`config.mk`:
```
export PLATFORM = sky130hd
export DESIGN_NAME = ttl_pseudo_clk_gen
export DESIGN_NICKNAME = d
export VERILOG_FILES = /design/src/rtl/ttl_pseudo_clk_gen.sv
export SDC_FILE = /design/constraint.sdc
export NUM_CORES = 1
export LEC_CHECK = 0
export CAP_MARGIN = 20
export CELL_PAD_IN_SITES_DETAIL_PLACEMENT = 0
export CELL_PAD_IN_SITES_GLOBAL_PLACEMENT = 1
export CORE_MARGIN = 2
export CORE_UTILIZATION = 41
export DETAILED_ROUTE_END_ITERATION = 12
export PLACE_DENSITY = 0.79
export SYNTH_ARGS = -nofsm -noshare
export SYNTH_HDL_FRONTEND = slang
export SYNTH_SLANG_ARGS = --single-unit
export TNS_END_PERCENT = 20
```
`constraint.sdc`:
```
create_clock -name clk -period 2.3 [get_ports clk]
set_input_delay 0.345 -clock clk [delete_from_list [all_inputs] [get_ports clk]]
set_output_delay 0.345 -clock clk [all_outputs]
set_load 0.005 [all_outputs]
```
`src/rtl/ttl_pseudo_clk_gen.sv`:
```
// ttl_pseudo_clk_gen: NUM/DEN fractional pseudo-clock with rise/fall strobes; TTL_PCLK_DBGCNT_EN adds rise_cnt
module ttl_pseudo_clk_gen #(
   parameter int NUM = 1,
   parameter int DEN = 4,
   parameter int CW  = 16
) (
   input  logic        clk,
   input  logic        rst,
   input  logic        run,
   input  logic        sync,
   output logic        pclk,
   output logic        pclk_rise,
   output logic        pclk_fall
`ifdef TTL_PCLK_DBGCNT_EN
   ,
   output logic [15:0] rise_cnt
`endif
);
   logic [CW-1:0] acc;
   logic [CW-1:0] acc_nxt;
   logic [CW:0]   s;
   logic          due;
   if (NUM < 1 || 2 * NUM > DEN) begin : g_bad_ratio
      $error("ttl_pseudo_clk_gen: illegal ratio NUM=%0d DEN=%0d", NUM, DEN);
   end
   always_comb begin
      s       = {1'b0, acc} + (CW+1)'(2 * NUM);
      due     = s >= (CW+1)'(DEN);
      acc_nxt = due ? CW'(s - (CW+1)'(DEN)) : s[CW-1:0];
   end
   always_ff @(posedge clk) begin
      if (rst) begin
         acc       <= '0;
         pclk      <= 1'b0;
         pclk_rise <= 1'b0;
         pclk_fall <= 1'b0;
      end else if (sync) begin
         acc       <= '0;
         pclk      <= 1'b0;
         pclk_rise <= 1'b0;
         pclk_fall <= pclk;
      end else if (run) begin
         acc       <= acc_nxt;
         pclk      <= pclk ^ due;
         pclk_rise <= due & ~pclk;
         pclk_fall <= due & pclk;
      end else begin
         pclk_rise <= 1'b0;
         pclk_fall <= 1'b0;
      end
   end
`ifdef TTL_PCLK_DBGCNT_EN
   always_ff @(posedge clk) begin
      if (rst) rise_cnt <= '0;
      else rise_cnt <= rise_cnt + 16'(pclk_rise);
   end
`endif
endmodule
```
* Yosys cells after proc, flatten, opt, wreduce, memory -nomap -nowiden
Cells that the tools add are included.
** Word-level totals
- Bits in registers :: 19
- Input port bits :: 4
- Output and inout bits :: 3
- Logic and storage cells :: 17
** Operators by class
- Add/subtract/negate cells :: 2
- $lt $le $gt $ge :: 1
- Multiplexer cells :: 3
- Bitwise logic cells :: 5
- Reduce and logical (&&, ||, !) cells :: 2
** Operator list (number)
- $add 16x2->17 const B :: 1
- $ge 17x3->1 const B :: 1
- $mux 16 :: 1
- $sub 16x3->16 const B :: 1
- $reduce_or 3->1 :: 1
- $and 1x1->1 :: 2
- $mux 1 :: 2
- $not 1->1 :: 2
- $reduce_or 2->1 :: 1
- $xor 1x1->1 :: 1

* Logic depth before layout (Yosys ltp)
Gate-level depths: netlist (run 1).
- Depth after elaboration :: 5
- Gate-level depth with buffers :: 13
- Depth with buffers taken out :: 11

* Worst setup path after synthesis (run 1)
OpenSTA, ideal clock, no wires.
- Path type :: register to register
- Start point :: register acc[1]
- End point :: register acc[8]
- Data arrival time :: 2.369 ns
- Required time :: 2.228 ns
- Slack :: -0.140 ns
- Cell stages (with the launch flop) :: 9
- Path buffers :: 0
- Period minus slack after synthesis :: 2.440 ns
- Cells stage by stage :: dfxtp_1 ha_1 and4_1 and4_1 o311ai_4 nor3_1 a211oi_1 mux2i_1 mux2i_1
** Between the ends
- Longest elaborated chain between the ends :: 3
- Elaborated cells on any way between the ends :: 4
- Classes of those cells :: add/sub (2); order compare (1); mux (1)
** Ends and longest elaborated chain
- start: declaration :: line 19 : logic [CW-1:0] acc;
- start signal: assignment :: line 43 : acc <= acc_nxt;
- $add 16x2->17 (*) :: line 27 : s = {1'b0, acc} + (CW+1)'(2 * NUM);
- $sub 16x3->16 or $ge 17x3->1 (tied branches) :: line 29, 28
- $mux 16 (*) :: line 29 : acc_nxt = due ? CW'(s - (CW+1)'(DEN)) : s[CW-1:0];
Every way passes the cells marked *; elsewhere a longest branch is shown, timed or not.
A chain may end at the register's enable or synchronous reset.

* Worst setup path in the final report (run 1)
- Start point :: register acc[2]
- End point :: register acc[4]
The elaborated chain is that of the path after synthesis.

==> metrics.cfg, run 1 <==
[outcome]
status = complete, but fails checks
violations = setup timing

[synth]
yosys-top-cells-area = dfxtp_1 20%, mux2i_1 8.0%, nand2_1 6.2%, or3_1 3.9%, nand3_1 3.7%
yosysWarnings = 0
synth_flop_cell = dfxtp_1
async_flop_share_pct = 0
synth.avg_cell_area_um2 = 7.82
synth-edff-count = 0
synth_top_cell_area_share_pct = 20.5
seq_area_frac_synth_pct = 20.5
synth_mux_area_share_pct = 8.61
syn_inst = 225
syn-num-nets = 234
yosys.area_share.simple_pct = 34.4
synth_compound_area_share_pct = 24.5
synth-xor-area-share_pct = 1.99
synth_top_family_by_area = simple AND/OR/NAND/NOR gates
yosys.cell_types.count = 59
synth_seq_cells = 18
netlist_area_um2 = 1760
synth.largest_area_cell = dfxtp_1
synth_fa_ha_area_share_pct = 3.56

[timing]
slew_headroom_pct = 71.9
hold_viol_final = 0
timing.hold.ws_ns = 0.487
rsz0062_at_grt = yes
finalSetupViolCount = 7
setup_tns_ns = -0.282
skew_ns = 0.00513
fmax_mhz = 419
finalMaxSlewViolations = 0
layout_min_cycle_time_ns = 2.39
tightest_slew_ns = 0.420
min_period_over_period_pct = 104
setup_ws_ns = -0.0862

[route]
wirelength_um = 5480
drt_iter0_drc = 149
vias_per_cell = 5.94
antenna_left = 0
drcViolationCount = 0
post_drt_wl_per_cell_um = 16.8
drt-pass1-iter-count = 4
vias = 1936

[worst_setup_path]
max_stage_delay_ns = 0.41
cp_cell_sequence = ha_4, a311oi_2, a31o_2, o311ai_4, or3_4, o21ai_4, or3b_1, o211ai_2
startpoint_type = flip-flop
cp.required_ns = 2.50
path_buf_inv = 0
critPathArrivalTime_ns = 2.59
end_kind = flip-flop
crit_fanout = 6
crit_family = compound AO/OA/AOI/OAI gates
slowest_stage = or3_4
crit_type = reg2reg

[floorplan]
ios = 7
die_w_um = 69.5
die_h_um = 69.5
core_region_area_um2 = 4060
row_count = 23
initial_utilization_pct = 43.4
die_area_um2 = 4830

[grt]
grt_start_max_net_pins = 23
antenna_found_initial = 0
grt_usage_pct = 24.2
grt_pass1_vias = 1911
gr-total-overflow = 0
grt_pass1_wl_um = 9370

[layout]
n_antenna_cell = 0
final_nets = 286
nFillCells = 354
stdcell_area_um2 = 2490
multi_input_area_um2 = 1460
layout-drive-gt1-share_pct = 40.9
area_growth_syn_to_layout_pct = 41.6
regArea_um2 = 369

[cts]
cts_buffers = 3
insertion_delay_ns = 0.27
hold_buffers = 0
cts_tree = built
clock_path_buffers = 2
cts_max_level = 1
root_buffer = clkbuf_8
clk_pin_slew_worst_paths_ns = 0.08
cts.sinks = 18

[placed_design]
post_dp_cell_area_um2 = 2230
gp_congestion = 0.883
dp_hpwl_um = 3810
pre_cts_slack_ns = -0.175
portBuffers = 6

[power]
power_per_cell_area_nw_per_um2 = 1340
peakVddDrop_uv = 682
leakagePower_nw = 0.980
finalPower_mw = 3.33

[min_path]
hp-class = reg2reg

[job]
drv_cap = 0

## per-layer routing
layer	GRT usage, %	up-vias	wire length (µm)
met5	0	-	0
met4	12.9	0	177
met3	3.78	16	219
met2	39.2	53	2610
met1	30.7	918	2470
li1	-	949	-
## final cells by class
cell class	count	area share, %
inverters	4	0.603
well taps	50	2.51
multi-input cells	185	58.7
repair buffers	65	21.1
flip-flops and latches	18	14.8
clock buffers	4	2.21
## registers in the layout, indices dropped and copies added (netlist names)
name,cells
acc,15
pclk_rise,1
pclk_fall,1
pclk,1
## stage by stage
step | std cells | utilization [%]
final | 326 | 61.4
after global routing | 326 | 61.4
after floorplan | 225 | -
after detailed placement | 317 | 55.0
after global placement | 317 | 55.0
after CTS | 324 | 59.4
## cells in the mapped netlist (4+ instances only)
master,n
a21oi_1,9
inv_1,4
mux2i_1,14
ha_1,5
and3_1,7
nor3_1,8
nand3_1,13
or2_2,4
a211oi_1,7
nor2_1,11
clkbuf_1,10
nand4_1,4
nand2_1,29
o21ai_0,7
xnor2_1,4
or3_1,11
dfxtp_1,18
## power by group
group / leakage (nW) / internal, mW / total [mW] / switching, mW
combinational: 0.802 / 1.30 / 2.58 / 1.28
sequential: 0.149 / 0.394 / 0.468 / 0.0742
clock: 0.0288 / 0.153 / 0.280 / 0.127
total: 0.980 / 1.85 / 3.33 / 1.48
## final timing paths
kind | slack (ns) | cells after the start | end | startpoint
setup / recovery | -0.09 | 8 | acc[4] | acc[2]
hold / removal | 0.49 | 2 | acc[14] | acc[14]
setup reg to reg | -0.09 | 8 | acc[4] | acc[2]
hold reg to reg | 0.49 | 2 | acc[14] | acc[14]
## worst register-to-register path: stages, from the launching register on
cell      delay, ns
dfxtp_4        0.36
ha_4           0.18
a311oi_2       0.34
a31o_2         0.22
o311ai_4       0.17
or3_4          0.41
o21ai_4        0.19
or3b_1         0.38
o211ai_2       0.07
## cells in the final DEF (no fill, tap or decap), types with 2 or more instances in the layout
cell	Yosys	routed
ha_4	0	2
o21bai_1	2	2
a211oi_1	7	2
nand4_1	4	4
o21a_1	2	2
o211ai_1	2	2
o21ai_1	0	2
nand3_1	13	13
dfxtp_1	18	13
nand2_1	29	27
xnor2_1	4	4
and3_1	7	6
a21bo_2	2	2
clkdlybuf4s50_1	0	6
buf_6	3	3
or2_2	4	4
buf_4	1	55
ha_1	5	2
and4_4	0	2
mux2i_1	14	13
a221o_1	2	2
nor4_2	0	2
o21ai_0	7	5
clkbuf_8	0	4
a21oi_2	1	2
nor3_2	2	2
a21oi_1	9	8
dfxtp_2	0	4
a211oi_2	0	5
nand3b_1	3	3
o41ai_2	1	2
inv_1	4	4
nor3_1	8	7
nor2_1	11	11
nand2_2	0	2
or3_1	11	11
## what timing repair did
action | 4_1_cts | 5_1_grt
setup endpoints to repair | 15 | 17
gates resized for setup | 22 | 16
pin swaps | 10 | 11
setup buffers | 3 | 2
## cell families (layout without fill, tap and decap cells)
group,after synthesis,in the layout
buffers and inverters,22,73
and+or+nand+nor,107,107
xor gates and xnor gates,4,4
adders and majority gates,5,5
AOI/OAI and AO/OA,54,54
DFF,18,18
muxes,15,15
Power figures use the tool's default switching activity.
==> run 2, diff against run 1 <==
--- a/config.mk
+++ b/config.mk
@@ -9,9 +9,10 @@
 export CELL_PAD_IN_SITES_DETAIL_PLACEMENT = 0
 export CELL_PAD_IN_SITES_GLOBAL_PLACEMENT = 1
 export CORE_MARGIN = 2
-export CORE_UTILIZATION = 41
+export CORE_UTILIZATION = 43
 export DETAILED_ROUTE_END_ITERATION = 12
-export PLACE_DENSITY = 0.79
+export DONT_BUFFER_PORTS = 1
+export PLACE_DENSITY = 0.8
 export SYNTH_ARGS = -nofsm -noshare
 export SYNTH_HDL_FRONTEND = slang
 export SYNTH_SLANG_ARGS = --single-unit
==> metrics.cfg, run 2 (same netlist as run 1, synthesis figures left out) <==
[power]
internal_power_mw = 1.79
finalPower_mw = 3.28
peakVddDrop_uv = 855
power.switching_mw = 1.49
p_seq_share_pct = 16.0
p_clk_share_pct = 7.2
power_per_cell_area_nw_per_um2 = 1370
swShare_pct = 45.5
leakagePower_nw = 0.931
combPwrFrac_pct = 76.9

[layout]
fin_util_pct = 60.4
final_common_cell = buf_4
multi_input_area_um2 = 1500
largest_register = acc
regArea_um2 = 377
final_nets = 273
most-common-layout-cells = 49 x buf_4, 27 x nand2_1, 13 x mux2i_1
largest_register_ffs = 15
n_antenna_cell = 0
nFillCells = 353
layout-drive-gt1-share_pct = 42.7
area_growth_syn_to_layout_pct = 36.3

[timing]
hold_viol_final = 0
finalSetupViolCount = 4
min_period_over_period_pct = 103
tightest_slew_ns = 0.533
setup_tns_ns = -0.137
layout_min_cycle_time_ns = 2.36
setup_ws_ns = -0.0610
timing.hold.ws_ns = 0.139
slew_headroom_pct = 64.3
finalMaxSlewViolations = 0
rsz0062_at_grt = yes
fmax_mhz = 424
skew_ns = 0.00704

[placed_design]
pre_cts_slack_ns = -0.168
dp_hpwl_um = 3690
portBuffers = 0
gp_congestion = 0.937

[job]
drv_cap = 0

[grt]
gr-total-overflow = 0
grt_start_max_net_pins = 24
grt_pass1_vias = 1705
antenna_found_initial = 0
grt_usage_pct = 24.4
grt_pass1_wl_um = 8390

[floorplan]
die_w_um = 68.0
core_region_area_um2 = 3970
die_h_um = 68.0
initial_utilization_pct = 44.3
die_area_um2 = 4620
ios = 7
row_count = 23

[route]
wirelength_um = 5290
post_drt_wl_per_cell_um = 17.0
drt-pass1-iter-count = 4
drt_iter0_drc = 112
drcViolationCount = 0
antenna_left = 0
vias_per_cell = 5.92
vias = 1847

[cts]
cts_max_level = 1
cts.sinks = 18
cts_buffers = 3
cts_tree = built
clock_path_buffers = 2
insertion_delay_ns = 0.26
clk_pin_slew_worst_paths_ns = 0.08
root_buffer = clkbuf_8

[outcome]
violations = setup timing
status = complete, but fails checks

[min_path]
whs_path_depth = 1
holdPathEnd = pclk_fall
hp-class = in2reg
min-delay-start = rst

[worst_setup_path]
r2r_slack_ns = -0.06
r2r_cells = 9
end_kind = flip-flop
critPathArrivalTime_ns = 2.55
startpoint_type = flip-flop
r2r-end = acc[4]
crit_fanout = 6
crit_type = reg2reg
cp.required_ns = 2.49
reg2reg_from = acc[2]

run 2: cell types whose count changed in the layout (fill, tap and decap cells not counted), sizes merged:
cell	before	now
clkdlybuf4s50	6	0
o211a	2	3
buf	59	51
clkbuf	4	3
run 2: layer usage:
metal	track usage, %	share of wire (%)	up-vias
li1	-	-	926
met1	33.0	46	865
met2	39.6	48	47
met3	2.47	4.5	9
met4	9.75	1.7	0
met5	0	0	-
run 2: worst max-delay path, stage by stage, from the launching register on:
cell	delay, ns
dfxtp_2	0.34
ha_4	0.18
and3_4	0.19
buf_6	0.12
a311oi_4	0.29
a31oi_4	0.10
or3_4	0.43
o21ai_4	0.18
or3b_1	0.38
o211ai_2	0.07
run 2: power by group through the flow:
stage          Combinational (mW)  Sequential (mW)  Clock [mW]
2_1_floorplan                1.37            0.460           0
3_3_place_gp                 2.02            0.493           0
3_5_place_dp                 2.03            0.496           0
4_1_cts                      2.14            0.493       0.239
5_1_grt                      2.67            0.537       0.245
6_report                     2.52            0.524       0.235
run 2: how the worst max path moves through the flow:
stage	start	to	slack [ns]	cells after the start
4_1_cts	acc[4]	acc[11]	-0.08	7
3_3_place_gp	acc[1]	pclk	-0.13	9
2_1_floorplan	acc[1]	acc[10]	0.006	10
3_5_place_dp	acc[1]	pclk	-0.17	9
6_report	acc[2]	acc[4]	-0.06	9
5_1_grt	acc[1]	acc[4]	-0.11	10
run 2: area by class of cell:
cell class              count  share of cell area, %
inverters                   4                  0.626
well taps                  50                   2.61
repair buffers             51                   16.6
flip-flops and latches     18                   15.7
multi-input cells         186                   62.7
clock buffers               3                   1.72
run 2: timing repair:
action,CTS,global route
setup buffers,3,1
resized for setup,10,35
gates cloned,1,0
setup endpoints to repair,14,16
hold buffers,0,0
pin swaps,8,10
run 2: metrics by stage:
stage,instance area (µm²),cells
global route,2400,312
CTS,2240,311
global placement,2120,304
finish,2400,312
floorplan,1790,225
detailed placement,2120,304
==> run 3, diff against run 2 <==
--- a/config.mk
+++ b/config.mk
@@ -8,7 +8,6 @@
 export CAP_MARGIN = 20
 export CELL_PAD_IN_SITES_DETAIL_PLACEMENT = 0
 export CELL_PAD_IN_SITES_GLOBAL_PLACEMENT = 1
-export CORE_MARGIN = 2
 export CORE_UTILIZATION = 43
 export DETAILED_ROUTE_END_ITERATION = 12
 export DONT_BUFFER_PORTS = 1
==> metrics.cfg, run 3 (same netlist as run 1, synthesis figures left out) <==
[outcome]
status = complete, but fails checks
violations = setup timing

[layout]
area_growth_syn_to_layout_pct = 32.6
final_nets = 269
largest_register = acc
most-common-layout-cells = 46 x buf_4, 27 x nand2_1, 13 x nand3_1, 13 x mux2i_1
layout-drive-gt1-share_pct = 40.2
final_common_cell = buf_4
n_antenna_cell = 0
nFillCells = 323
largest_register_ffs = 15
stdcell_area_um2 = 2330

[grt]
grt_pass1_wl_um = 9150
gr-total-overflow = 0
grt_pass1_vias = 1894
antenna_found_initial = 0
grt_usage_pct = 27.7
grt_start_max_net_pins = 24

[worst_setup_path]
crit_fanout = 4
r2r_cells = 8
critPathArrivalTime_ns = 2.55
startpoint_type = flip-flop
r2r_slack_ns = -0.06
crit_type = reg2reg
cp.required_ns = 2.49
end_kind = flip-flop
r2r-end = acc[4]
reg2reg_from = acc[11]

[route]
drt-pass1-iter-count = 4
vias = 1918
drt-met1-wl_um = 2400
route.met3.wl_um = 426
drt_iter0_drc = 158
top_layer = met4
vias_per_cell = 6.25
antenna_left = 0
post_drt_wl_per_cell_um = 18.1
wirelength_um = 5560
drcViolationCount = 0
met2_length_um = 2660

[placed_design]
dp_hpwl_um = 3960
pre_cts_slack_ns = -0.127
post_dp_cell_area_um2 = 2080
gp_congestion = 0.923
portBuffers = 0

[timing]
finalMaxSlewViolations = 0
fmax_mhz = 424
setup_ws_ns = -0.0586
min_period_over_period_pct = 103
slew_headroom_pct = 63.4
finalSetupViolCount = 2
hold_viol_final = 0
skew_ns = 0.00389
layout_min_cycle_time_ns = 2.36
rsz0062_at_grt = yes
setup_tns_ns = -0.0594
tightest_slew_ns = 0.543

[floorplan]
ios = 7
die_area_um2 = 4350
core_region_area_um2 = 3800
die_w_um = 66.0
die_h_um = 66.0
row_count = 22
initial_utilization_pct = 46.3

[cts]
hold_buffers = 0
clk_pin_slew_worst_paths_ns = 0.08
cts_buffers = 3
cts_max_level = 1
root_buffer = clkbuf_8
insertion_delay_ns = 0.27
cts.sinks = 18
cts_tree = built
clock_path_buffers = 2

[min_path]
holdPathEnd = pclk_fall
whs_path_depth = 1
min-delay-start = rst
hp-class = in2reg

[power]
power_per_cell_area_nw_per_um2 = 1330
leakagePower_nw = 0.910
peakVddDrop_uv = 699

[job]
drv_cap = 0

-- run 3: layout make-up --
class                           count  area (µm²)  share of cell area, %
Clock buffer                        4        55.1                   2.36
Inverter                            4        15.0                  0.643
Multi-Input combinational cell    185        1460                   62.5
Sequential cell                    18         377                   16.1
Tap cell                           48        60.1                   2.57
Timing Repair Buffer               48         368                   15.8
-- run 3: metal layers --
metal | track usage [%] | up-vias
met5 | 0 | -
met4 | 10.6 | 0
met3 | 4.31 | 9
met2 | 45.5 | 68
met1 | 36.0 | 926
li1 | - | 915
-- run 3: worst max path at each step --
stage | startpoint | endpoint | slack (ns) | cells past startpoint
final | acc[11] | acc[4] | -0.06 | 8
after global routing | acc[2] | acc[4] | -0.17 | 8
after CTS | acc[2] | acc[4] | -0.003 | 8
after detailed placement | acc[2] | pclk | -0.13 | 8
after global placement | acc[1] | pclk | -0.05 | 9
after floorplan | acc[1] | acc[10] | 0.006 | 10
-- run 3: stage by stage --
stage	std cells	utilization, %	hold slack, ns	power, mW
CTS	306	59.6	0.139	2.95
detailed placement	299	54.8	0.420	2.48
global route	307	61.4	0.132	3.29
floorplan	225	-	0.486	1.83
finish	307	61.4	0.140	3.11
global placement	299	54.8	0.420	2.45
-- run 3: power by group --
group,switching [mW],internal (mW),total [mW]
combinational,1.16,1.14,2.30
sequential,0.128,0.402,0.530
clock,0.126,0.153,0.279
-- run 3: what timing repair did --
action | CTS | global route
resized for setup | 28 | 13
setup endpoints to repair | 15 | 15
buffers inserted | 3 | 1
pin swaps | 12 | 3
-- run 3: critical path, stage by stage, from the launching register on --
cell      delay, ns
dfxtp_2        0.37
nand4_1        0.14
buf_4          0.18
nor4_4         0.32
mux2i_2        0.31
o211ai_1       0.24
o21ai_4        0.26
or3b_1         0.39
o211ai_2       0.07
